[src/rtl/sqrt_arbiter.sv]
// sqrt_arbiter: round-robin share of one iterative sqrt core with tagged, held results and a hang watchdog
module sqrt_arbiter #(
  parameter int NUM_REQ   = 4,
  parameter int WIDTH     = 32,
  parameter int FRAC_BITS = 16,
  parameter int TIMEOUT   = 32,
  localparam int IW = (NUM_REQ > 1) ? $clog2(NUM_REQ) : 1
) (
  input  logic                     clk,
  input  logic                     rst,
  input  logic [NUM_REQ-1:0]       req_valid,
  input  logic [NUM_REQ*WIDTH-1:0] req_rad,
  output logic [NUM_REQ-1:0]       req_ready,
  output logic                     resp_valid,
  input  logic                     resp_ready,
  output logic [IW-1:0]            resp_id,
  output logic [WIDTH-1:0]         resp_root,
  output logic                     resp_ok,
  output logic                     core_start,
  output logic [WIDTH-1:0]         core_rad,
  input  logic                     core_done,
  input  logic                     core_valid,
  input  logic [WIDTH-1:0]         core_root,
  output logic                     busy,
  output logic                     timeout_err
);
  localparam int CW = $clog2(TIMEOUT + 1);
  if (FRAC_BITS >= WIDTH || TIMEOUT <= WIDTH / 2 + 1) begin : g_bad_params
    $error("sqrt_arbiter: FRAC_BITS must be < WIDTH and TIMEOUT > WIDTH/2+1");
  end
  typedef enum logic [1:0] {IDLE, START, WAIT, RESP} state_t;
  state_t            state;
  logic [IW-1:0]     rr_ptr, lat_id, gnt, idx;
  logic              found;
  logic [WIDTH-1:0]  rad;
  logic [CW-1:0]     wait_cnt;
  // Descending scan so the candidate closest to rr_ptr is the one left standing.
  always_comb begin
    found = 1'b0;
    gnt   = rr_ptr;
    idx   = '0;
    for (int i = NUM_REQ - 1; i >= 0; i--) begin
      idx = IW'((int'(rr_ptr) + i) % NUM_REQ);
      if (req_valid[idx]) begin
        found = 1'b1;
        gnt   = idx;
      end
    end
    rad = '0;
    for (int k = 0; k < NUM_REQ; k++)
      if (gnt == IW'(k)) rad = req_rad[k*WIDTH +: WIDTH];
  end
  assign req_ready = (state == IDLE && found) ? NUM_REQ'(1) << gnt : '0;
  assign busy      = state != IDLE;
  always_ff @(posedge clk) begin
    if (rst) begin
      state       <= IDLE;
      rr_ptr      <= '0;
      lat_id      <= '0;
      resp_valid  <= 1'b0;
      resp_id     <= '0;
      resp_root   <= '0;
      resp_ok     <= 1'b0;
      core_start  <= 1'b0;
      core_rad    <= '0;
      timeout_err <= 1'b0;
      wait_cnt    <= '0;
    end else begin
      case (state)
        IDLE: if (found) begin
          lat_id     <= gnt;
          core_rad   <= rad;
          rr_ptr     <= (gnt == IW'(NUM_REQ - 1)) ? '0 : gnt + 1'b1;
          core_start <= 1'b1;
          state      <= START;
        end
        START: begin
          core_start <= 1'b0;
          wait_cnt   <= '0;
          state      <= WAIT;
        end
        WAIT: if (core_done) begin
          resp_root  <= core_root;
          resp_ok    <= core_valid;
          resp_id    <= lat_id;
          resp_valid <= 1'b1;
          state      <= RESP;
        end else if (wait_cnt == CW'(TIMEOUT - 1)) begin
          timeout_err <= 1'b1;
          resp_root   <= '0;
          resp_ok     <= 1'b0;
          resp_id     <= lat_id;
          resp_valid  <= 1'b1;
          state       <= RESP;
        end else begin
          wait_cnt <= wait_cnt + 1'b1;
        end
        RESP: if (resp_ready) begin
          resp_valid <= 1'b0;
          state      <= IDLE;
        end
        default: state <= IDLE;
      endcase
    end
  end
endmodule

[config.mk]
export PLATFORM = sky130hd
export DESIGN_NAME = sqrt_arbiter
export DESIGN_NICKNAME = d
export VERILOG_FILES = /design/src/rtl/sqrt_arbiter.sv
export SDC_FILE = /design/constraint.sdc
export NUM_CORES = 1
export LEC_CHECK = 0
export CAP_MARGIN = 30
export CORE_ASPECT_RATIO = 1.25
export CORE_MARGIN = 1
export CORE_UTILIZATION = 42
export DETAILED_ROUTE_END_ITERATION = 10
export GPL_TIMING_DRIVEN = 0
export PLACE_DENSITY = 0.87
export SLEW_MARGIN = 20
export SYNTH_ARGS = -nofsm -noshare
export SYNTH_HDL_FRONTEND = slang
export SYNTH_SLANG_ARGS = --single-unit
export TNS_END_PERCENT = 20
[constraint.sdc]
create_clock -name clk -period 8.85 [get_ports clk]
set_input_delay 2.655 -clock clk [delete_from_list [all_inputs] [get_ports clk]]
set_output_delay 2.655 -clock clk [all_outputs]
set_load 0.05 [all_outputs]
# Word level (Yosys, flattened, before mapping)
# Cells that the tools add are included.
[totals]
ff_bits = 82
inputBits = 169
out_inout_bits = 75
wordCells = 91
[classes]
n_addsub = 5
order_cmp = 4
n_eq_ne = 12
shifts = 1
n_mux = 42
bitwise_logic = 1
reduce_logical = 15
[ops]
columns = ["cell", "count"]
rows = [
  ["$mux W32", 6],
  ["$mux W2", 11],
  ["$mux W1", 14],
  ["$lt A2 B3 Y1 const B", 4],
  ["$mux W6", 2],
  ["$pmux W6 S2", 1],
  ["$reduce_and A3 Y1", 4],
  ["$reduce_bool A2 Y1", 5],
  ["$bmux W1 S2", 4],
  ["$eq A2 B2 Y1 const B", 4],
  ["$ne A2 B2 Y1 const B", 4],
  ["$pmux W2 S4", 1],
  ["$add A6 B1 Y6 const B", 1],
  ["$eq A6 B5 Y1 const B", 1],
  ["$reduce_and A2 Y1", 3],
  ["$add A2 B1 Y2 const B", 2],
  ["$add A2 B2 Y2 const B", 2],
  ["$eq A2 B1 Y1 const B", 2],
  ["$logic_not A2 Y1", 2],
  ["$mux W4", 1],
  ["$pmux W1 S2", 2],
  ["$shl A1 B2 Y4 const A", 1],
  ["$ne A3 B3 Y1 const B", 1],
  ["$logic_and A1 B1 Y1", 1],
  ["$not A1 Y1", 1],
]

# Depth between registers and ports, before layout
# Gate-level depths: netlist of the first run.
[logic_depth]
depth_word = 12
depth_mapped = 12
ltp_nobuf = 9

# Worst setup path after synthesis of the first run
# OpenSTA, ideal clock, no wires.
[synth_path]
path_kind = "in2out"
from = "in req_valid[0]"
to = "out req_ready[3]"
arrival_ps = 4317
required_time_ps = 6195
setup_slack_ps = 1878
stages = 8
n_path_buf = 2
path_cell_list = "nor2b_1 -> o21ai_1 -> o221ai_1 -> inv_1 -> ha_1 -> buf_2 -> clkbuf_1 -> and3_1"
[synth_between]
elab_chain_cells = 8
elab_cells_between_ends = 19
cone_classes = "shift (1); mux (17); reduce/logical (1)"
[synth_lines]
columns = ["element", "line_no", "rtl"]
rows = [
  ["from (decl)", "11", "input logic [NUM_REQ-1:0] req_valid,"],
  ["$bmux W1 S2", "44", "if (req_valid[idx]) begin"],
  ["$mux W1 (not written as such)", "44", ""],
  ["$mux W2 (3 in a row)", "44", ""],
  ["$mux W2 *", "44", ""],
  ["via gnt[0]", "33", "logic [IW-1:0] rr_ptr, lat_id, gnt, idx;"],
  ["$shl A1 B2 Y4 *", "53", "assign req_ready = (state == IDLE && found) ? NUM_REQ'(1) << gnt : '0;"],
  ["$mux W4 *", "53", ""],
  ["to (decl)", "13", "output logic [NUM_REQ-1:0] req_ready,"],
]
# Mark *: on every way through the listed nets, which the timed path passes. The rest lies on a longest branch. The select of a mux whose other input is x is not followed.

# Worst setup path after layout of the first run
[layout_path]
from = "in req_valid[3]"
to = "out req_ready[2]"
# Same word-level chain as after synthesis.

==> results of run 1 <==
stage by stage:
step | util | total power (µW)
6_report | 0.736 | 2410
5_1_grt | 0.736 | 2540
4_1_cts | 0.736 | 2410
3_5_place_dp | 0.705 | 2020
3_3_place_gp | 0.705 | 2000
2_1_floorplan | - | 1560
worst paths after layout:
check / slack, ps / cells past startpoint / to / startpoint
max reg2reg: 6130 / 10 / core_rad[0] / rr_ptr[1]
min reg2reg: 470 / 2 / resp_id[0] / resp_id[0]
max: 340 / 10 / req_ready[2] / req_valid[3]
min: 470 / 2 / resp_id[0] / resp_id[0]
kinds of logic after synthesis:
kind of cell / Yosys count
AO/OA/AOI/OAI: 129
AND/OR/NAND/NOR: 185
adder cells (fa/ha/maj): 10
flip-flops: 82
buffers and inverters: 47
multiplexers: 5
registers in the layout, summed over array words and instances (netlist names):
register / count
core_rad: 32
resp_root: 32
wait_cnt: 6
lat_id: 2
resp_id: 2
rr_ptr: 2
state: 2
core_start: 1
resp_ok: 1
resp_valid: 1
timeout_err: 1
final cells by class:
cell class                 count  area (µm²)
fill                         750        2560
tap                          126         158
timing repair buffer         243        2430
inverter                       6        22.5
buffer                        40         239
multi-input combinational    329        2350
clock inverter                 7        76.3
clock buffer                   9         225
sequential                    82        1640
critical path, cell delays in order:
cell and delay [ps]:
clkdlybuf4s50_1 660, nor3_1 70, or2_0 200, a21oi_1 230
nand2b_1 170, ha_1 160, clkbuf_1 320, buf_2 320
and3_1 230, clkdlybuf4s50_1 820
power groups by stage:
stage / combinational [µW] / sequential (µW) / clock (µW)
4_1_cts: 1490 / 539 / 385
3_3_place_gp: 1450 / 540 / 0
2_1_floorplan: 704 / 853 / 0
5_1_grt: 1580 / 550 / 405
6_report: 1490 / 540 / 379
3_5_place_dp: 1480 / 545 / 0
cells in the final DEF (no fill, tap or decap), types with 2 or more instances in the layout:
cell type,count
and3_1,5
clkinvlp_4,2
o21a_1,2
nor3_2,30
o311a_1,32
a22o_1,33
inv_6,3
mux2i_1,5
buf_2,13
ha_1,10
buf_6,2
nand2b_1,4
nor2_1,39
nand3_1,3
inv_1,5
o21ai_1,7
clkdlybuf4s50_1,243
or3_1,3
nor2b_1,38
buf_8,3
a221oi_1,32
buf_4,2
nor3_1,4
dfxtp_1,82
a21oi_1,12
clkbuf_16,9
clkbuf_1,18
nand2_1,48
and2_1,2
routing by layer:
metal,vias to the layer above,track usage
met2,266,0.526
met4,0,0.128
met5,-,0
li1,2211,-
met1,2225,0.331
met3,37,0.0890
==> results by group, run 1 <==
Outcome
  • Outcome: completed

Power and ir drop
  • Psw: 1120 µW
  • Reg power frac: 0.224
  • P_leak: 0.00271 µW
  • Switching share of power: 0.465
  • PwrDens: 337 nW/µm²
  • Clock share of power: 0.157
  • Logic gate share of total power: 0.618
  • Peak supply drop: 0.157 mV
  • Internal power: 1290 µW

GRT
  • Largest net degree at the start of global routing: 16
  • GRT Total Usage: 0.298
  • Vias in the first global route: 4758
  • Antenna violations before repair: 0
  • Global-route wire length before repair: 24400 µm
  • Final global-route overflow total: 0

Synth
  • Main combinational cell family by area after synthesis: compound AO/OA/AOI/OAI gates
  • Syn Nets: 637
  • Asr flop ratio synth: 0
  • EDFF count, synth: 0
  • Adder-Cell Fraction of Synth Area: 0.0294
  • Top-count cell post-synth: dfxtp_1
  • Simple-Gate Fraction of Synth Area: 0.253
  • Area contributors post-synth: dfxtp_1 39%, o311a_1 7.5%, nor3_2 7.1%
  • Synth cell count leaders: 82 x dfxtp_1, 48 x nand2_1, 39 x nor2_1
  • Flops & latches, synth: 82
  • Synth unique cells: 48
  • Sequential fraction of the synthesis area: 0.385
  • Synth area leader: dfxtp_1
  • Top FF cell, synth: dfxtp_1
  • Yosys warnings: 0
  • Post-synthesis xor/xnor area fraction: 0
  • Compound-cell area share of the yosys netlist: 0.258
  • Syn Std Cell Area: 4260 µm²
  • Synthesized area per cell: 9.30 µm²
  • Synth Instances: 458
  • Mux cell area share after synthesis: 0.0118
  • Synth top area share: 0.385

Timing
  • Hold slack: 471 ps
  • Setup Skew: 5.63 ps
  • Worst slew pin tran: 753 ps
  • Setup violators final: 0
  • Fin. max-slew vios: 0
  • Setup TNS: 0 ps
  • Tmin final: 8510 ps
  • Count of final hold-check violations: 0
  • FMAX: 0.118 GHz
  • Unrepaired setup endpoints after global routing: false
  • Period utilization: 0.961
  • Max-Slew Margin vs Limit: 0.498
  • Final WS setup: 344 ps

Place
  • Placement Setup Slack: 236 ps
  • DP Area: 6850 µm²
  • # port buffers: 243
  • DP HPWL: 12100 µm
  • Routability cong.: 0.899
  • Total placed cells including tap cells: 827

Worst setup path
  • Endpoint class of the critical path: output pin
  • CP required: 6200 ps
  • Startpoint Class: input port
  • Critical Path AT: 5850 ps
  • Setup CP Type: input port to output pin
  • Worst-path maximum fanout: 10

Floorplanning
  • Num rows: 40
  • Die area: 10500 µm²
  • Initial core utilization: 0.439
  • IO Pins: 244
  • Die Height: 115 µm
  • Core Area: 9710 µm²
  • Die X: 92.1 µm

Min path
  • Hold crit path type: flop to flop

Final layout
  • Fin cells: 842
  • Final nets: 890
  • Fraction of layout cells with a size suffix above 1: 0.108
  • Fin area: 7150 µm²
  • Synthesis-to-finish area growth: 67.8%
  • Antenna diodes: 0

Clock tree
  • Hold buffers post-CTS: 0
  • # resized after CTS: 0
  • CTS tree: yes
  • Post-CTS setup buffers: 0
  • Sink Count: 82
  • CTS Buf Count: 9
  • Worst-Skew Late Latency: 330 ps
  • CTS max path bufs: 2
  • Reg clk slew, reported paths: 60 ps
  • H-tree depth: 3
  • Clock root buffer: clkbuf_16

Detailed routing
  • WL final: 15600 µm
  • Drt first pass iters: 5
  • Met3 WL: 1510 µm
  • First DRT Iteration DRCs: 262
  • Vias: 4739
  • Met2 WL post-DR: 7690 µm
  • Routed Antenna Nets: 0
  • Top Layer Used: met4
  • Total DRC errors in the routed layout: 0
  • Met1 wire length: 5950 µm
  • WL/cell: 18.6 µm
  • Vias per inst: 5.63

Flow run
  • Max Cap Viol: 0
Power figures use the tool's default switching activity.
==> run 2, diff against run 1 <==
- CORE_MARGIN: 1 -> 10
==> run 2 against run 1 <==
Non-clock buffer count did not move. Highest routed layer unchanged. Maximum frequency increased by 0.40%. Sequential power barely moved. Clock skew barely moved. Critical endpoint unchanged. Cell area increased by 0.42%. Largest power group unchanged.
==> results by group, run 2 (same netlist as run 1, synthesis figures left out) <==
Outcome
  • Outcome: completed

Power and ir drop
  • Peak supply drop: 0.175 mV (+12%)
  • Pwr Total: 2440 µW (+1.4%)
  • Reg power frac: 0.220 (-0.004)
  • Internal power: 1320 µW (+2.6%)
  • Clock share of power: 0.168 (+0.011)
  • Logic gate share of total power: 0.612 (-0.006)
  • P_leak: 0.00273 µW (+0.45%)
  • Switching share of power: 0.459 (-0.00666)
  • PwrDens: 340 nW/µm² (+0.95%)
  • Psw: 1120 µW (about the same)

Timing
  • Fin. max-slew vios: 0 (unchanged)
  • Setup violators final: 0 (unchanged)
  • Worst slew pin tran: 772 ps (+18.8 ps)
  • Tmin final: 8470 ps (-33.5 ps)
  • Period utilization: 0.957 (-0.00379)
  • Unrepaired setup endpoints after global routing: false
  • Setup Skew: 6.01 ps (+0.374 ps)
  • Setup TNS: 0 ps (unchanged)
  • Max-Slew Margin vs Limit: 0.485 (-0.0126)
  • Count of final hold-check violations: 0 (unchanged)
  • FMAX: 0.118 GHz (+0.40%)
  • Final WS setup: 377 ps (+33.5 ps)

Worst setup path
  • Register-to-register setup slack: 6190 ps (+60 ps)
  • Crit-path slowest cell: clkdlybuf4s50_1
  • CP Launch Point: req_valid[0]
  • Startpoint Class: input port
  • Critical Path AT: 5820 ps (-30 ps)
  • Critical path, cell by cell: clkdlybuf4s50_1 > nor2b_1 > a21oi_1 > o221ai_1 > ha_1 > clkbuf_1 > buf_2 > and3_1 > clkdlybuf4s50_1
  • Worst path max stage delay: 830 ps (about the same)
  • Reg2reg path depth: 10 (unchanged)
  • Worst r2r dst: core_rad[17]
  • Worst-path maximum fanout: 10 (unchanged)
  • Setup CP Type: input port to output pin
  • Endpoint class of the critical path: output pin
  • CP required: 6200 ps (about the same)
  • CP top delay family: buffers and inverters
  • Reg2reg start: rr_ptr[1]
  • WP depth: 9 (-1)
  • CP most frequent cell: clkdlybuf4s50_1
  • Crit path to: req_ready[2]
  • Crit path buf inv count: 4 (unchanged)

Detailed routing
  • Drt first pass iters: 4 (-1)
  • First DRT Iteration DRCs: 259 (-1.1%)
  • Routed Antenna Nets: 0 (unchanged)
  • Total DRC errors in the routed layout: 0 (unchanged)
  • WL final: 17400 µm (+11%)
  • Vias: 4617 (-2.6%)
  • WL/cell: 20.6 µm (+11%)
  • Vias per inst: 5.46 (-2.9%)

Final layout
  • Top Registers: core_rad (32), resp_root (32), wait_cnt (6)
  • Fraction of layout cells with a size suffix above 1: 0.108 (unchanged)
  • Commonest non-fill, non-tap cell in the layout: clkdlybuf4s50_1
  • Final nets: 890 (unchanged)
  • Synthesis-to-finish area growth: 68.5%
  • Commonest non-fill, non-tap cells in the layout: 243 x clkdlybuf4s50_1, 82 x dfxtp_1, 48 x nand2_1
  • Antenna diodes: 0 (unchanged)

Clock tree
  • CTS tree: yes
  • Sink Count: 82 (unchanged)
  • CTS max path bufs: 2 (unchanged)
  • Clock root buffer: clkbuf_16
  • H-tree depth: 3 (unchanged)
  • Reg clk slew, reported paths: 60 ps (about the same)
  • CTS Buf Count: 9 (unchanged)
  • Worst-Skew Late Latency: 330 ps (about the same)

Flow run
  • Max Cap Viol: 0 (unchanged)

Min path
  • Hold crit path type: flop to flop
  • Min-delay src: resp_id[0]

GRT
  • GRT Total Usage: 0.231 (-0.0671)
  • Largest net degree at the start of global routing: 15 (-1)
  • Antenna violations before repair: 0 (unchanged)
  • Vias in the first global route: 5066 (+6.5%)
  • Final global-route overflow total: 0 (unchanged)
  • Global-route met3 utilization: 0.0884 (-0.000542)
  • Met2 Resource Use GR: 0.400 (-0.126)
  • Busiest grt layer: met2
  • Global-route wire length before repair: 26600 µm (+8.9%)
  • Met1 global-route usage: 0.237 (-0.0938)

Floorplanning
  • Die X: 110 µm (+20%)
  • Num rows: 41 (+2.5%)
  • Die Height: 133 µm (+16%)
  • Initial core utilization: 0.426 (-0.0129)
  • Die area: 14600 µm² (+38%)
  • Core Area: 10000 µm² (+3.0%)
  • IO Pins: 244 (unchanged)

Place
  • Routability cong.: 0.895 (-0.43%)
  • DP HPWL: 14100 µm (+16%)
  • Placement Setup Slack: 187 ps (-48.1 ps)
  • # port buffers: 243 (unchanged)
==> run 2: worst min path at each step <==
stage | cells past startpoint | slack, ps | endpoint
2_1_floorplan | 2 | 450 | resp_id[0]
3_3_place_gp | 2 | 450 | resp_id[0]
3_5_place_dp | 2 | 460 | resp_id[0]
4_1_cts | 2 | 470 | resp_id[0]
5_1_grt | 1 | 490 | resp_root[27]
6_report | 2 | 470 | resp_id[0]
==> run 2: area by class of cell <==
cell class	count	area (µm²)
plain buffers	40	239
clock buffers	10	239
clock inverters	6	88.8
fillers	797	2830
inverters	6	22.5
multi-input cells	329	2350
flip-flops and latches	82	1640
well taps	129	161
repair buffers	243	2430
==> run 2: through the flow <==
stage	hold WS [ps]	util	area, µm²	cells
6_report	472	0.717	7180	845
5_1_grt	494	0.717	7180	845
4_1_cts	472	0.718	7180	846
3_5_place_dp	461	0.685	6850	830
3_3_place_gp	451	0.685	6850	830
2_1_floorplan	447	-	4260	458
==> run 2: power groups by stage <==
stage / Combinational [µW] / Clock [µW] / Sequential (µW)
floorplan: 704 / 0 / 853
global placement: 1460 / 0 / 536
detailed placement: 1500 / 0 / 543
CTS: 1500 / 416 / 536
global route: 1590 / 433 / 549
finish: 1490 / 409 / 537
==> run 2: repair_timing <==
item	in CTS	in global routing
buffers inserted	0	0
hold buffers	0	0
endpoints found under the hold margin	0	0
endpoints found under the setup margin	0	1
gates resized for setup	0	0
==> run 2: tightest hold or removal path: cells and delay by family (launching register included) <==
kind             cells  cell delay [ps]
multiplexers         1               60
flip-flops           1              310
AND/OR/NAND/NOR      1               50
==> run 2: per-layer routing <==
metal	share of wire	vias up	wire (µm)
li1	-	2208	-
met1	0.36	2176	6270
met2	0.50	199	8750
met3	0.11	34	1850
met4	0.032	0	554
met5	0	-	0
==> run 3, diff against run 2 <==
- CORE_ASPECT_RATIO: 1.25 -> 0.75
- RECOVER_POWER: default -> 25
==> run 3 against run 2 <==
Clock skew fell by 1.7 ps. Cell area down 0.64%. Clock power decreased by 9.0%. First-iteration DRC count is 1.2% lower. Core utilization rose by 1.2 points. Cell count grew 0.47%. Sequential share of layout area grew 0.15 points.
==> results by group, run 3 (same netlist as run 1, synthesis figures left out) <==
Clock tree
  • Reg clk slew, reported paths: 60 ps (about the same)
  • Hold buffers post-CTS: 0 (unchanged)
  • # resized after CTS: 0 (unchanged)
  • Worst-Skew Late Latency: 320 ps (about the same)
  • H-tree depth: 3 (unchanged)
  • CTS Buf Count: 9 (unchanged)
  • Sink Count: 82 (unchanged)
  • Post-CTS setup buffers: 0 (unchanged)
  • Clock root buffer: clkbuf_16
  • CTS tree: yes
  • CTS max path bufs: 2 (unchanged)

Timing
  • Max-Slew Margin vs Limit: 0.511 (+0.0259)
  • Fin. max-slew vios: 0 (unchanged)
  • Tmin final: 8540 ps (+64.3 ps)
  • Worst slew pin tran: 733 ps (-38.8 ps)
  • Period utilization: 0.965 (+0.00726)
  • FMAX: 0.117 GHz (-0.75%)
  • Setup violators final: 0 (unchanged)
  • Unrepaired setup endpoints after global routing: false
  • Hold slack: 467 ps (-5.43 ps)
  • Setup TNS: 0 ps (unchanged)
  • Setup Skew: 4.29 ps (-1.72 ps)
  • Count of final hold-check violations: 0 (unchanged)

Floorplanning
  • Die area: 14600 µm² (+0.12%)
  • Core Area: 9770 µm² (-2.3%)
  • Num rows: 31 (-24%)
  • Die Height: 107 µm (-19%)
  • IO Pins: 244 (unchanged)
  • Initial core utilization: 0.436 (+0.00997)
  • Die X: 136 µm (+24%)

Worst setup path
  • Crit-path slowest cell: clkdlybuf4s50_1
  • Startpoint Class: input port
  • Reg2reg path depth: 10 (unchanged)
  • Endpoint class of the critical path: output pin
  • CP top delay family: buffers and inverters
  • CP most frequent cell: clkdlybuf4s50_1
  • Setup CP Type: input port to output pin
  • Worst-path maximum fanout: 10 (unchanged)
  • Worst path max stage delay: 820 ps (about the same)
  • Critical path, cell by cell: clkdlybuf4s50_1 > nor3_1 > or2_0 > a21oi_1 > nand2b_1 > ha_1 > buf_2 > clkbuf_1 > and3_1 > clkdlybuf4s50_1
  • Crit path buf inv count: 4 (unchanged)
  • Reg2reg start: rr_ptr[1]
  • WP depth: 10 (+1)
  • Crit path to: req_ready[3]
  • CP required: 6200 ps (about the same)
  • Critical Path AT: 5880 ps (+60 ps)
  • Register-to-register setup slack: 6210 ps (+20 ps)
  • CP Launch Point: req_valid[3]
  • Worst r2r dst: core_rad[31]

Final layout
  • Fill cells: 736 (-7.7%)
  • Multi-input combinational cell area: 2330 µm² (-0.80%)
  • Fin cells: 849 (+0.47%)
  • Commonest non-fill, non-tap cell in the layout: clkdlybuf4s50_1
  • Top Registers: core_rad (32), resp_root (32), wait_cnt (6)
  • Synthesis-to-finish area growth: 67.4%
  • Utilization after layout: 0.730 (+0.0121)
  • Final nets: 891 (+0.11%)
  • Fraction of layout cells with a size suffix above 1: 0.100 (-0.00712)
  • Commonest non-fill, non-tap cells in the layout: 242 x clkdlybuf4s50_1, 82 x dfxtp_1, 48 x nand2_1
  • Antenna diodes: 0 (unchanged)
  • FF/Latch Area: 1640 µm² (unchanged)

GRT
  • Vias in the first global route: 4844 (-4.4%)
  • Antenna violations before repair: 0 (unchanged)
  • GRT Total Usage: 0.225 (-0.00606)
  • Largest net degree at the start of global routing: 15 (unchanged)
  • Final global-route overflow total: 0 (unchanged)
  • Global-route wire length before repair: 26500 µm (-0.37%)

Power and ir drop
  • Psw: 1110 µW (-0.41%)
  • Clock share of power: 0.155 (-0.013)
  • Reg power frac: 0.224 (+0.004)
  • Peak supply drop: 0.149 mV (-15%)
  • Switching share of power: 0.465 (+0.00582)
  • Logic gate share of total power: 0.621 (+0.009)
  • P_leak: 0.00271 µW (-0.67%)
  • Internal power: 1280 µW (-2.7%)
  • PwrDens: 336 nW/µm² (-1.0%)

Detailed routing
  • WL/cell: 20.6 µm (-0.12%)
  • Vias per inst: 5.51 (+0.91%)
  • WL final: 17500 µm (+0.35%)
  • First DRT Iteration DRCs: 256 (-1.2%)
  • Routed Antenna Nets: 0 (unchanged)
  • Vias: 4681 (+1.4%)
  • Total DRC errors in the routed layout: 0 (unchanged)
  • Drt first pass iters: 4 (unchanged)

Outcome
  • Outcome: completed

Place
  • DP HPWL: 14100 µm (+0.44%)
  • Total placed cells including tap cells: 833 (+0.36%)
  • # port buffers: 243 (unchanged)
  • Routability cong.: 0.865 (-3.4%)

Flow run
  • Max Cap Viol: 0 (unchanged)

Min path
  • Hold crit path type: flop to flop
## run 3: worst min path at each step
| stage | startpoint | slack [ps] | cells after the start | endpoint |
|---|---|---|---|---|
| 2_1_floorplan | lat_id[0] | 450 | 2 | resp_id[0] |
| 3_3_place_gp | resp_id[0] | 450 | 2 | resp_id[0] |
| 3_5_place_dp | resp_id[0] | 450 | 2 | resp_id[0] |
| 4_1_cts | resp_id[0] | 470 | 2 | resp_id[0] |
| 5_1_grt | resp_root[17] | 490 | 1 | resp_root[17] |
| 6_report | resp_id[0] | 470 | 2 | resp_id[0] |
## run 3: layout make-up
cell class                 instances  share of cell area
buffer                            41              0.0339
clock buffer                      10              0.0321
clock inverter                     6             0.00912
inverter                           6             0.00316
multi-input combinational        329               0.327
sequential                        82               0.230
tap                              132              0.0232
timing repair buffer             243               0.341
## run 3: metal layers
layer / part of all wire / up-vias / wire (µm) / global-route usage
met4: 0.0079 / 0 / 139 / 0.0440
met2: 0.49 / 230 / 8500 / 0.389
met3: 0.12 / 10 / 2110 / 0.109
li1: - / 2210 / - / -
met1: 0.39 / 2231 / 6740 / 0.246
met5: 0 / - / 0 / 0
## run 3: power by group through the flow
stage / logic, µW / registers [µW] / clock network [µW]
finish: 1490 / 537 / 372
global placement: 1460 / 537 / 0
detailed placement: 1490 / 543 / 0
global route: 1580 / 548 / 395
CTS: 1500 / 536 / 379
floorplan: 704 / 853 / 0
## run 3: per-stage QoR
stage / worst slack, ps / cell area, µm² / total power [µW]
6_report: 313 / 7130 / 2400
4_1_cts: 239 / 7150 / 2410
2_1_floorplan: 1880 / 4260 / 1560
5_1_grt: 97.7 / 7130 / 2520
3_5_place_dp: 243 / 6860 / 2030
3_3_place_gp: 328 / 6860 / 2000
## run 3: worst reg2reg max path, cell delays in order, from the launching register on
cell and delay, ps:
dfxtp_1 430, nor3_1 80, or2_0 200, a21oi_1 240, nand2b_1 180, ha_1 160, clkbuf_1 340, buf_2 330
a221oi_1 80, o311a_1 360, nor3_2 160
